<file path="src/rtl/alu_pkg.sv">
// Shared definitions for the CPU ALU and the shift-and-add multiply sequencer:
// ALU opcodes and the sequencer state encoding.
package alu_pkg;

  localparam logic [2:0] ALU_ADD = 3'b000;
  localparam logic [2:0] ALU_SUB = 3'b001;
  localparam logic [2:0] ALU_OR  = 3'b010;
  localparam logic [2:0] ALU_SLL = 3'b011;

  typedef enum logic [1:0] {
    IDLE  = 2'd0,
    ADD   = 2'd1,
    SHIFT = 2'd2,
    DONE  = 2'd3
  } mul_state_t;

endpackage

</file>
<file path="src/rtl/alu_mul_seq.sv">
// Multi-cycle unsigned multiplier (low WIDTH bits of the product) that borrows
// the shared datapath ALU for its add and left-shift steps while busy.
module alu_mul_seq
  import alu_pkg::*;
#(
  parameter int WIDTH      = 32,
  parameter bit EARLY_EXIT = 1'b1
) (
  input  logic             clk,
  input  logic             rst,
  input  logic             start,
  input  logic [WIDTH-1:0] op_a,
  input  logic [WIDTH-1:0] op_b,
  output logic [WIDTH-1:0] alu_srca,
  output logic [WIDTH-1:0] alu_srcb,
  output logic [2:0]       alu_ctrl,
  input  logic [WIDTH-1:0] alu_result,
  output logic             busy,
  output logic             done,
  output logic [WIDTH-1:0] product
);

  localparam logic [5:0] LAST_CNT = 6'(WIDTH - 1);

  mul_state_t       state, state_next;
  logic [WIDTH-1:0] acc;
  logic [WIDTH-1:0] mcand;
  logic [WIDTH-1:0] mplier;
  logic [5:0]       cnt;

  always_ff @(posedge clk) begin
    if (rst) state <= IDLE;
    else     state <= state_next;
  end

  always_comb begin
    state_next = state;
    unique case (state)
      IDLE: begin
        if (start) begin
          if (EARLY_EXIT && (op_b == '0)) state_next = DONE;
          else                            state_next = ADD;
        end
      end
      ADD:   state_next = SHIFT;
      SHIFT: begin
        if ((cnt == LAST_CNT) || (EARLY_EXIT && ((mplier >> 1) == '0)))
          state_next = DONE;
        else
          state_next = ADD;
      end
      DONE:  state_next = IDLE;
      default: state_next = IDLE;
    endcase
  end

  // ALU is driven in every state so it never sees an undefined opcode.
  always_comb begin
    alu_srca = '0;
    alu_srcb = '0;
    alu_ctrl = ALU_ADD;
    busy     = (state != IDLE);
    done     = (state == DONE);
    unique case (state)
      ADD: begin
        alu_srca = acc;
        alu_srcb = mcand;
        alu_ctrl = ALU_ADD;
      end
      SHIFT: begin
        alu_srca = WIDTH'(1);
        alu_srcb = mcand;
        alu_ctrl = ALU_SLL;
      end
      default: begin
        alu_srca = '0;
        alu_srcb = '0;
        alu_ctrl = ALU_ADD;
      end
    endcase
  end

  always_ff @(posedge clk) begin
    if (rst) begin
      acc     <= '0;
      mcand   <= '0;
      mplier  <= '0;
      cnt     <= '0;
      product <= '0;
    end else begin
      unique case (state)
        IDLE: begin
          if (start) begin
            acc    <= '0;
            mcand  <= op_a;
            mplier <= op_b;
            cnt    <= '0;
            // acc still holds the previous result here, so a zero multiplier
            // publishes the cleared value directly.
            if (state_next == DONE) product <= '0;
          end
        end
        ADD: begin
          if (mplier[0]) acc <= alu_result;
        end
        SHIFT: begin
          mcand  <= alu_result;
          mplier <= mplier >> 1;
          cnt    <= cnt + 6'd1;
          if (state_next == DONE) product <= acc;
        end
        default: ;
      endcase
    end
  end

endmodule

</file>
<file path="config.mk">
export PLATFORM = sky130hd
export DESIGN_NAME = alu_mul_seq
export DESIGN_NICKNAME = d
export VERILOG_FILES = /design/src/rtl/alu_pkg.sv /design/src/rtl/alu_mul_seq.sv
export SDC_FILE = /design/constraint.sdc
export NUM_CORES = 1
export LEC_CHECK = 0
export ABC_AREA = 0
export CORE_MARGIN = 1.5
export CORE_UTILIZATION = 45
export CTS_CLUSTER_SIZE = 25
export DETAILED_ROUTE_END_ITERATION = 12
export DONT_BUFFER_PORTS = 1
export GPL_ROUTABILITY_DRIVEN = 0
export PLACE_DENSITY_LB_ADDON = 0.08
export SLEW_MARGIN = 20
export SYNTH_ARGS = -nofsm -noshare
export SYNTH_HDL_FRONTEND = slang
export SYNTH_SLANG_ARGS = --single-unit
</file>
<file path="constraint.sdc">
create_clock -name clk -period 2.4 [get_ports clk]
set_clock_uncertainty 0.15 [all_clocks]
set_input_delay 0.48 -clock clk [delete_from_list [all_inputs] [get_ports clk]]
set_output_delay 0.48 -clock clk [all_outputs]
set_load 0.01 [all_outputs]
</file>
==> results of run 1 <==
-- final timing paths --
| check | start | endpoint | depth (start not counted) | slack [ps] |
|---|---|---|---|---|
| max | state[0] | alu_srcb[2] | 4 | 80 |
| min | alu_result[27] | acc[27] | 2 | 80 |
| max reg2reg | state[0] | product[31] | 8 | 110 |
| min reg2reg | acc[16] | acc[16] | 2 | 310 |
-- cells in the mapped netlist, types with 3 or more instances --
master and count:
nand3_1 33, mux2i_1 63, o21ai_0 3, inv_1 6
a21oi_1 37, nor4_1 13, buf_6 6, dfxtp_1 136
a22o_1 30, clkbuf_1 44, nand4_1 6, a211oi_1 63
nand2_1 40, xor2_1 3, nor2_1 77, buf_1 4
and2_1 64, ha_1 6
-- repair_timing --
| item | CTS | global route |
|---|---|---|
| hold buffers | 5 | 2 |
| cloned | 0 | 1 |
| hold endpoints to repair | 100 | 72 |
| gates resized for setup | 3 | 12 |
| setup endpoints to repair | 8 | 46 |
| pin swaps | 0 | 2 |
-- placed cells by master (no fill, tap or decap), types with 2 or more instances in the layout --
| master | synthesis | routed |
|---|---|---|
| buf_12 | 0 | 4 |
| a22o_2 | 2 | 2 |
| nand3_1 | 33 | 33 |
| nor4_2 | 2 | 3 |
| nand2_1 | 40 | 40 |
| ha_2 | 0 | 2 |
| dlygate4sd3_1 | 0 | 6 |
| a211oi_1 | 63 | 63 |
| ha_1 | 6 | 3 |
| a22o_1 | 30 | 30 |
| clkbuf_16 | 0 | 18 |
| clkbuf_1 | 44 | 3 |
| dfxtp_1 | 136 | 136 |
| a21oi_1 | 37 | 37 |
| clkbuf_8 | 0 | 5 |
| nand4_1 | 6 | 6 |
| nor2_1 | 77 | 77 |
| buf_16 | 0 | 2 |
| buf_4 | 2 | 10 |
| xor2_1 | 3 | 3 |
| nor4_1 | 13 | 11 |
| clkinv_2 | 0 | 2 |
| inv_1 | 6 | 6 |
| o21ai_0 | 3 | 2 |
| mux2i_1 | 63 | 63 |
| and2_1 | 64 | 63 |
| buf_6 | 6 | 2 |
-- power groups by stage --
| stage | Combinational, uW | Sequential (uW) | Clock [uW] |
|---|---|---|---|
| 3_5_place_dp | 741 | 2590 | 0 |
| 2_1_floorplan | 582 | 2550 | 0 |
| 5_1_grt | 885 | 2570 | 2480 |
| 3_3_place_gp | 727 | 2580 | 0 |
| 4_1_cts | 752 | 2540 | 2370 |
| 6_report | 794 | 2550 | 2330 |
-- routing by layer --
metal	wire [um]	up-vias	global-route usage, %
met1	6950	2298	27.68
met4	232	0	7.546
met2	7795	158	36.56
met5	0	-	0
li1	-	2301	-
met3	1179	19	8.398
-- through the flow --
step	total power (uW)	cells	instance area, um2
global placement	3308	789	6148
detailed placement	3327	789	6148
floorplan	3133	657	5987
CTS	5666	822	6735
global route	5934	825	6853
finish	5667	825	6853
-- cells by family (layout without fill, tap and decap cells) --
family          Yosys count  count (layout)  synth area share (%)
simple gates            242             242                 20.17
other cells               1               1               0.06265
compound gates          142             142                 17.12
xor+xnor                  3               3                0.4390
fa+ha+maj                 6               6                 1.254
mux                      63              63                 10.54
flops                   136             136                 45.48
buf+inv                  64              60                 4.933
-- state kept, by name, indices dropped and copies added (netlist names) --
name / flops
product: 32
acc: 32
mcand: 32
mplier: 32
cnt: 6
state: 2
-- worst register-to-register path, delay by kind of cell, from the launching register on --
family,cells,cell delay [ps]
AO/OA/AOI/OAI,3,660
adder cells (fa/ha/maj),1,230
buffers and inverters,2,390
flip-flops,1,320
AND/OR/NAND/NOR,2,430
-- layout make-up --
type | count | area, um2
Inverter | 6 | 22.52
Sequential cell | 136 | 2723
Tap cell | 172 | 215.2
Timing Repair Buffer | 26 | 332.8
Fill cell | 1184 | 5921
Clock buffer | 25 | 505.5
Multi-Input combinational cell | 457 | 3037
Clock inverter | 3 | 17.52
==> summary.md, run 1 <==
| Metric | Value |
|---|---|
| Run status | `completed` |
| DR vias/cell | `5.789` |
| Fraction of layout cells with a size suffix above 1 | `9.495%` |
| Largest net degree at the start of global routing | `104` |
| Final nets | `749` |
| Fin crit period | `2320 ps` |
| Worst-Skew Late Latency | `420 ps` |
| DRT Wirelength | `16160 um` |
| Count of final setup violators | `0` |
| Worst path top cell family by delay | `adder cells` |
| Sw Share | `26.55%` |
| Slew @ Worst Pin | `1020 ps` |
| Post-synth EDFFs | `0` |
| Commonest register cell after synthesis | `dfxtp_1` |
| Max cap viols | `0` |
| CTS max path bufs | `2` |
| Arrival @ worst endpoint | `1690 ps` |
| WHS | `75.13 ps` |
| Number of DRC markers in iteration 0 | `231` |
| Gate power share | `14.0%` |
| Leakage | `0.002420 uW` |
| DRC errors left | `0` |
| Placeable Area | `12770 um2` |
| CTS Buf Count | `17` |
| Final core utilization | `53.65%` |
| Area Growth Syn to Fin | `14.49%` |
| Top-area cell type share of the netlist area | `45.48%` |
| Avg Cell Area, Syn | `9.111 um2` |
| Final Hold Viols | `0` |
| Setup tns final | `0 ps` |
| Die area | `14000 um2` |
| CTS tree | `built` |
| Asr flop ratio synth | `0%` |
| DRT antenna net count | `0` |
| Rows | `41` |
| Initial antenna violation count | `0` |
| Sequential power share | `44.9%` |
| Post-synthesis sequential area ratio | `45.48%` |
| Synth top area cells | `dfxtp_1 (45%), mux2i_1 (11%), a211oi_1 (7.9%)` |
| Worst path cell trace | `inv_1 > ha_2 > buf_8 > and2_1` |
| Syn Inst Count | `657` |
| H-tree Lvls | `4` |
| Post-DP HPWL | `10470 um` |
| Vias post-DR | `4776` |
| PwrDens | `826.9 nW/um2` |
| Kind of launch point of the worst setup path | `flop` |
| Clk slew on worst S/H paths | `50 ps` |
| Global route overflow | `0` |
| Port bufs | `0` |
| Max-Slew Margin vs Limit | `31.75%` |
| Starting density of the core | `46.86%` |
| Switch Pwr | `1505 uW` |
| Hold Path Class | `input port to flop` |
| Dominant cell type by area after synthesis | `dfxtp_1` |
| Cell Area, Synth | `5986 um2` |
| Total track usage | `22.59%` |
| Internal | `4162 uW` |
| Bufs and invs on worst path | `2` |
| Pre-Repair DR Iteration Count | `4` |
| Clock sink count | `136` |
| RSZ-0062 raised after global routing | `true` |
| YS warnings | `0` |
| CP endpoint kind | `output port` |
| DIE HEIGHT | `118.3 um` |
| First-pass GRT wire length | `25020 um` |
| Worst path required time | `1770 ps` |
| Clock power frac | `41.1%` |
| Syn Nets | `762` |
| Setup WS post-layout | `80.42 ps` |
| Vias in the first global route | `4610` |
| Width of the die | `118.3 um` |
| Ant. Diodes | `0` |
| Seq cells post-synth | `136` |
| Final period util | `96.65%` |
| Fmax | `431.1 MHz` |
| Yosys cell types | `36` |
| Setup Buffers After CTS | `0` |
| Placement-stage worst setup slack | `-70.07 ps` |
| Setup CP Type | `flop to output port` |
| Max Slew Vio Count | `0` |
| Routed len/inst | `19.58 um` |
| Crit-path max FO | `21` |
| Top Ports | `200` |
| Critical Path Slowest Stage Cell | `ha_2` |
| CP peak stage delay | `380 ps` |
| Root buf cell | `clkbuf_16` |
| Peak supply drop | `0.4711 mV` |
No activity file was read; power rests on OpenSTA's default activity.
==> run 2, diff against run 1 <==
--- a/config.mk
+++ b/config.mk
@@ -8,11 +8,12 @@
 export ABC_AREA = 0
 export CORE_MARGIN = 1.5
 export CORE_UTILIZATION = 45
-export CTS_CLUSTER_SIZE = 25
+export CTS_CLUSTER_SIZE = 30
 export DETAILED_ROUTE_END_ITERATION = 12
 export DONT_BUFFER_PORTS = 1
 export GPL_ROUTABILITY_DRIVEN = 0
 export PLACE_DENSITY_LB_ADDON = 0.08
+export SETUP_SLACK_MARGIN = 0.4
 export SLEW_MARGIN = 20
 export SYNTH_ARGS = -nofsm -noshare
 export SYNTH_HDL_FRONTEND = slang
==> summary.md, run 2 (same netlist as run 1, synthesis figures left out) <==
| Metric | Value |
|---|---|
| Run status | `finished, violations left` |
| Failing checks | `negative hold slack` |
| Final core utilization | `63.56%` |
| RSZ-0062 raised after global routing | `true` |
| Global route overflow | `0` |
| Setup tns final | `0 ps` |
| Pre-Repair DR Iteration Count | `4` |
| Rows | `41` |
| R2R Path End | `product[27]` |
| Crit-path max FO | `8` |
| Post-placement cell area | `6142 um2` |
| Width of the die | `118.3 um` |
| DRC errors left | `0` |
| Fin crit period | `2306 ps` |
| Fraction of layout cells with a size suffix above 1 | `29.83%` |
| Commonest non-fill, non-tap cells in the layout | `dfxtp_1 (133), nor2_1 (67), and2_4 (64)` |
| Routed len/inst | `22.77 um` |
| Kind of launch point of the worst setup path | `flop` |
| CP endpoint kind | `flop` |
| First-pass GRT wire length | `28080 um` |
| CTS Buf Count | `17` |
| CTS tree | `built` |
| DIE HEIGHT | `118.3 um` |
| PwrDens | `790.2 nW/um2` |
| Worst path top cell family by delay | `simple AND/OR/NAND/NOR gates` |
| Max Slew Vio Count | `0` |
| Placeable Area | `12770 um2` |
| Initial antenna violation count | `0` |
| CP peak stage delay | `330 ps` |
| Count of final setup violators | `0` |
| Number of DRC markers in iteration 0 | `346` |
| Max cap viols | `0` |
| Critical Path Slowest Stage Cell | `dfxtp_1` |
| Clk slew on worst S/H paths | `60 ps` |
| Pwr Total | `6416 uW` |
| H-tree Lvls | `4` |
| Clock sink count | `136` |
| Vias in the first global route | `4925` |
| Worst path cell trace | `nor4_2 > nand4_1 > o221ai_2 > a211oi_2 > buf_4 > nor4b_4 > buf_6 > clkbuf_16 > a22o_1` |
| Fmax | `433.7 MHz` |
| Largest net degree at the start of global routing | `104` |
| Hold path depth | `1` |
| Bufs and invs on worst path | `3` |
| Worst-Skew Late Latency | `420 ps` |
| Hold Path Class | `input port to flop` |
| Hold Crit Endpoint | `mplier[9]` |
| Port bufs | `0` |
| Starting density of the core | `46.86%` |
| DR vias/cell | `5.928` |
| Total track usage | `25.72%` |
| Worst r2r src | `mplier[3]` |
| Final period util | `96.08%` |
| Final Hold Viols | `5` |
| Post-DP HPWL | `10660 um` |
| Commonest non-fill, non-tap cell in the layout | `dfxtp_1` |
| Vias post-DR | `5193` |
| WHS | `-21.84 ps` |
| Leakage | `0.002986 uW` |
| Arrival @ worst endpoint | `2520 ps` |
| Ant. Diodes | `0` |
| Finished Cell Area | `8119 um2` |
| Top Ports | `200` |
| Peak supply drop | `0.5214 mV` |
| Worst path required time | `2610 ps` |
| Hold Startpoint | `rst` |
| Setup CP Type | `flop to flop` |
| Setup slack, reg-to-reg | `90 ps` |
| Root buf cell | `clkbuf_16` |
| Area Growth Syn to Fin | `35.64%` |
| Final nets | `797` |
| DRT antenna net count | `0` |
| R2R cell count | `9` |
| Die area | `14000 um2` |
| CTS max path bufs | `2` |
| DRT Wirelength | `19950 um` |
==> run 2: worst register-to-register path, cell delays in order (launching register included) <==
cell and delay [ps]:
dfxtp_1 330, nor4_2 330, nand4_1 200, o221ai_2 240, a211oi_2 90, buf_4 160, nor4b_4 260, buf_6 180
clkbuf_16 160, a22o_1 130
==> run 2: cell type report <==
cell class / instances / area, um2
flip-flops and latches: 136 / 2731
clock buffers: 25 / 515.5
multi-input cells: 457 / 3357
clock inverters: 6 / 63.81
fillers: 1023 / 4654
well taps: 172 / 215.2
inverters: 6 / 30.03
repair buffers: 74 / 1206
==> run 2: report_power, final <==
part | total (uW) | leakage, uW | switching [uW] | internal, uW
Clock | 2540 | 0.000281 | 962 | 1580
Sequential | 2570 | 0.00112 | 138 | 2430
Combinational | 1300 | 0.00159 | 642 | 661
Total | 6420 | 0.00299 | 1740 | 4670
==> run 2: worst max path at each step <==
stage / slack [ps] / depth (start not counted) / from / end
global route: 30 / 12 / state[0] / product[26]
CTS: 120 / 6 / state[0] / alu_srca[0]
global placement: 40 / 7 / op_b[2] / product[26]
detailed placement: 10 / 7 / op_b[2] / product[26]
floorplan: 290 / 7 / op_b[11] / product[0]
finish: 90 / 9 / mplier[3] / product[27]
==> run 2: metrics by stage <==
stage                     worst slack [ps]  instances
after CTS                            124.4        848
after global placement               42.66        787
final                                94.08        876
after global routing                 34.58        876
after floorplan                      294.7        657
after detailed placement             13.92        787
==> run 2: repair_timing <==
action,in CTS,in global routing
cloned,9,11
setup buffers,21,17
pin swaps,14,34
gates resized for setup,100,71
endpoints found under the setup margin,192,197
endpoints found under the hold margin,100,100
==> run 2: routing by layer <==
metal	share of wire (%)	up-vias	track usage, %
li1	-	2418	-
met1	42	2549	31.36
met2	50	199	42.44
met3	6.8	27	7.819
met4	2.0	0	9.985
met5	0	-	0
==> run 3, diff against run 2 <==
--- a/config.mk
+++ b/config.mk
@@ -6,15 +6,17 @@
 export NUM_CORES = 1
 export LEC_CHECK = 0
 export ABC_AREA = 0
-export CORE_MARGIN = 1.5
+export CORE_MARGIN = 8
 export CORE_UTILIZATION = 45
 export CTS_CLUSTER_SIZE = 30
 export DETAILED_ROUTE_END_ITERATION = 12
 export DONT_BUFFER_PORTS = 1
 export GPL_ROUTABILITY_DRIVEN = 0
+export HOLD_SLACK_MARGIN = 0.03
 export PLACE_DENSITY_LB_ADDON = 0.08
 export SETUP_SLACK_MARGIN = 0.4
 export SLEW_MARGIN = 20
 export SYNTH_ARGS = -nofsm -noshare
 export SYNTH_HDL_FRONTEND = slang
 export SYNTH_SLANG_ARGS = --single-unit
+export TNS_END_PERCENT = 30
==> summary.md, run 3 (same netlist as run 1, synthesis figures left out) <==
| Metric | Value |
|---|---|
| Run status | `finished, violations left` |
| Failing checks | `negative hold slack` |
| First-pass GRT wire length | `28030 um` |
| Commonest non-fill, non-tap cells in the layout | `dfxtp_1 (135), nor2_1 (77), mux2i_1 (63), a211oi_1 (63), and2_4 (42)` |
| Pre-Repair DR Iteration Count | `4` |
| R2R cell count | `9` |
| R2R Path End | `product[15]` |
| Setup slack, reg-to-reg | `220 ps` |
| Setup CP Type | `flop to output port` |
| Fillers | `1199` |
| End of the critical path | `alu_srca[0]` |
| Final period util | `94.59%` |
| Setup tns final | `0 ps` |
| Root buf cell | `clkbuf_16` |
| Post-placement cell area | `6180 um2` |
| Placeable Area | `13140 um2` |
| Clock sink count | `136` |
| Initial antenna violation count | `0` |
| WHS | `-2.035 ps` |
| Setup crit start | `state[0]` |
| Top Ports | `200` |
| Worst path required time | `1770 ps` |
| Leakage | `0.002585 uW` |
| CTS Buf Count | `17` |
| Starting density of the core | `45.56%` |
| Vias post-DR | `4814` |
| Final Hold Viols | `2` |
| Finished Cell Area | `7257 um2` |
| Number of DRC markers in iteration 0 | `190` |
| DR vias/cell | `5.758` |
| PwrDens | `869.5 nW/um2` |
| Peak supply drop | `0.4672 mV` |
| Ant. Diodes | `0` |
| Global route overflow | `0` |
| Fin crit period | `2270 ps` |
| Rows | `42` |
| Max Slew Vio Count | `0` |
| Total track usage | `20.30%` |
| Post-DP HPWL | `11710 um` |
| H-tree Lvls | `4` |
| Clk slew on worst S/H paths | `60 ps` |
| DRC errors left | `0` |
| DIE HEIGHT | `131.3 um` |
| Vias in the first global route | `4900` |
| Worst-Skew Late Latency | `420 ps` |
| Worst r2r src | `state[0]` |
| RSZ-0062 raised after global routing | `true` |
| Commonest non-fill, non-tap cell in the layout | `dfxtp_1` |
| Sequential Area | `2724 um2` |
| Die area | `17250 um2` |
| Kind of launch point of the worst setup path | `flop` |
| Crit-path max FO | `8` |
| Largest net degree at the start of global routing | `104` |
| Port bufs | `0` |
| Area of the multi-input gates | `3178 um2` |
| Count of final setup violators | `0` |
| CTS tree | `built` |
| DRT Wirelength | `17840 um` |
| Arrival @ worst endpoint | `1640 ps` |
| Final nets | `753` |
| Area Growth Syn to Fin | `21.24%` |
| CTS max path bufs | `2` |
| Routed len/inst | `21.33 um` |
| Fraction of layout cells with a size suffix above 1 | `18.94%` |
| Hold Path Class | `input port to flop` |
| Fmax | `440.5 MHz` |
| CP endpoint kind | `output port` |
| DRT antenna net count | `0` |
| Width of the die | `131.3 um` |
| Max cap viols | `0` |
==> run 3: cell types whose count changed in the layout (fill, tap and decap cells not counted), sizes merged <==
cell	change
clkbuf	-9
bufbuf	+1
clkinvlp	-2
bufinv	+3
buf	-37
==> run 3: critical path, stage by stage, from the launching register on <==
cell and delay [ps]:
dfxtp_2 340, inv_2 40, buf_6 120, ha_4 290
buf_12 120, buf_16 130, nor2b_4 180
==> run 3: worst min path at each step <==
| stage | startpoint | endpoint | slack [ps] | cells after the start |
|---|---|---|---|---|
| after floorplan | acc[26] | acc[26] | 290 | 2 |
| after global placement | acc[5] | acc[5] | 290 | 2 |
| after detailed placement | acc[13] | acc[13] | 300 | 2 |
| after CTS | rst | mplier[0] | -30 | 1 |
| after global routing | rst | mplier[7] | -20 | 1 |
| final | rst | mplier[7] | -2 | 1 |
==> run 3: metrics by stage <==
stage	instances	utilization (%)	total power, uW	setup WS [ps]
6_report	836	55.24	6310	129.8
5_1_grt	836	55.24	6564	84.23
4_1_cts	836	55.03	6351	117.8
3_5_place_dp	792	47.04	3335	36.96
3_3_place_gp	792	47.04	3310	98.55
2_1_floorplan	657	-	3134	292.9
==> run 3: power by group <==
group	switching (uW)	internal [uW]
Sequential	123	2430
Combinational	509	423
Clock	953	1870
Total	1580	4730
==> run 3: layer usage <==
| metal | global-route usage [%] | up-vias | wire length (um) |
|---|---|---|---|
| met2 | 32.89 | 164 | 8475 |
| li1 | - | 2337 | - |
| met5 | 0 | - | 0 |
| met1 | 24.10 | 2290 | 7468 |
| met3 | 7.050 | 23 | 1514 |
| met4 | 8.296 | 0 | 378 |
==> run 3: cell type report <==
cell class	count	share of cell area, %
well taps	176	3.034
repair buffers	30	6.500
flip-flops and latches	136	37.53
multi-input cells	457	43.79
clock buffers	24	6.914
clock inverters	7	1.914
inverters	6	0.3103
==> run 3: what timing repair did <==
item                                    CTS  global route
pin swaps                                24             3
endpoints found under the setup margin  170           153
setup buffers                             8             0
endpoints found under the hold margin   100            98
cloned                                    5             0
gates resized for setup                  62             5
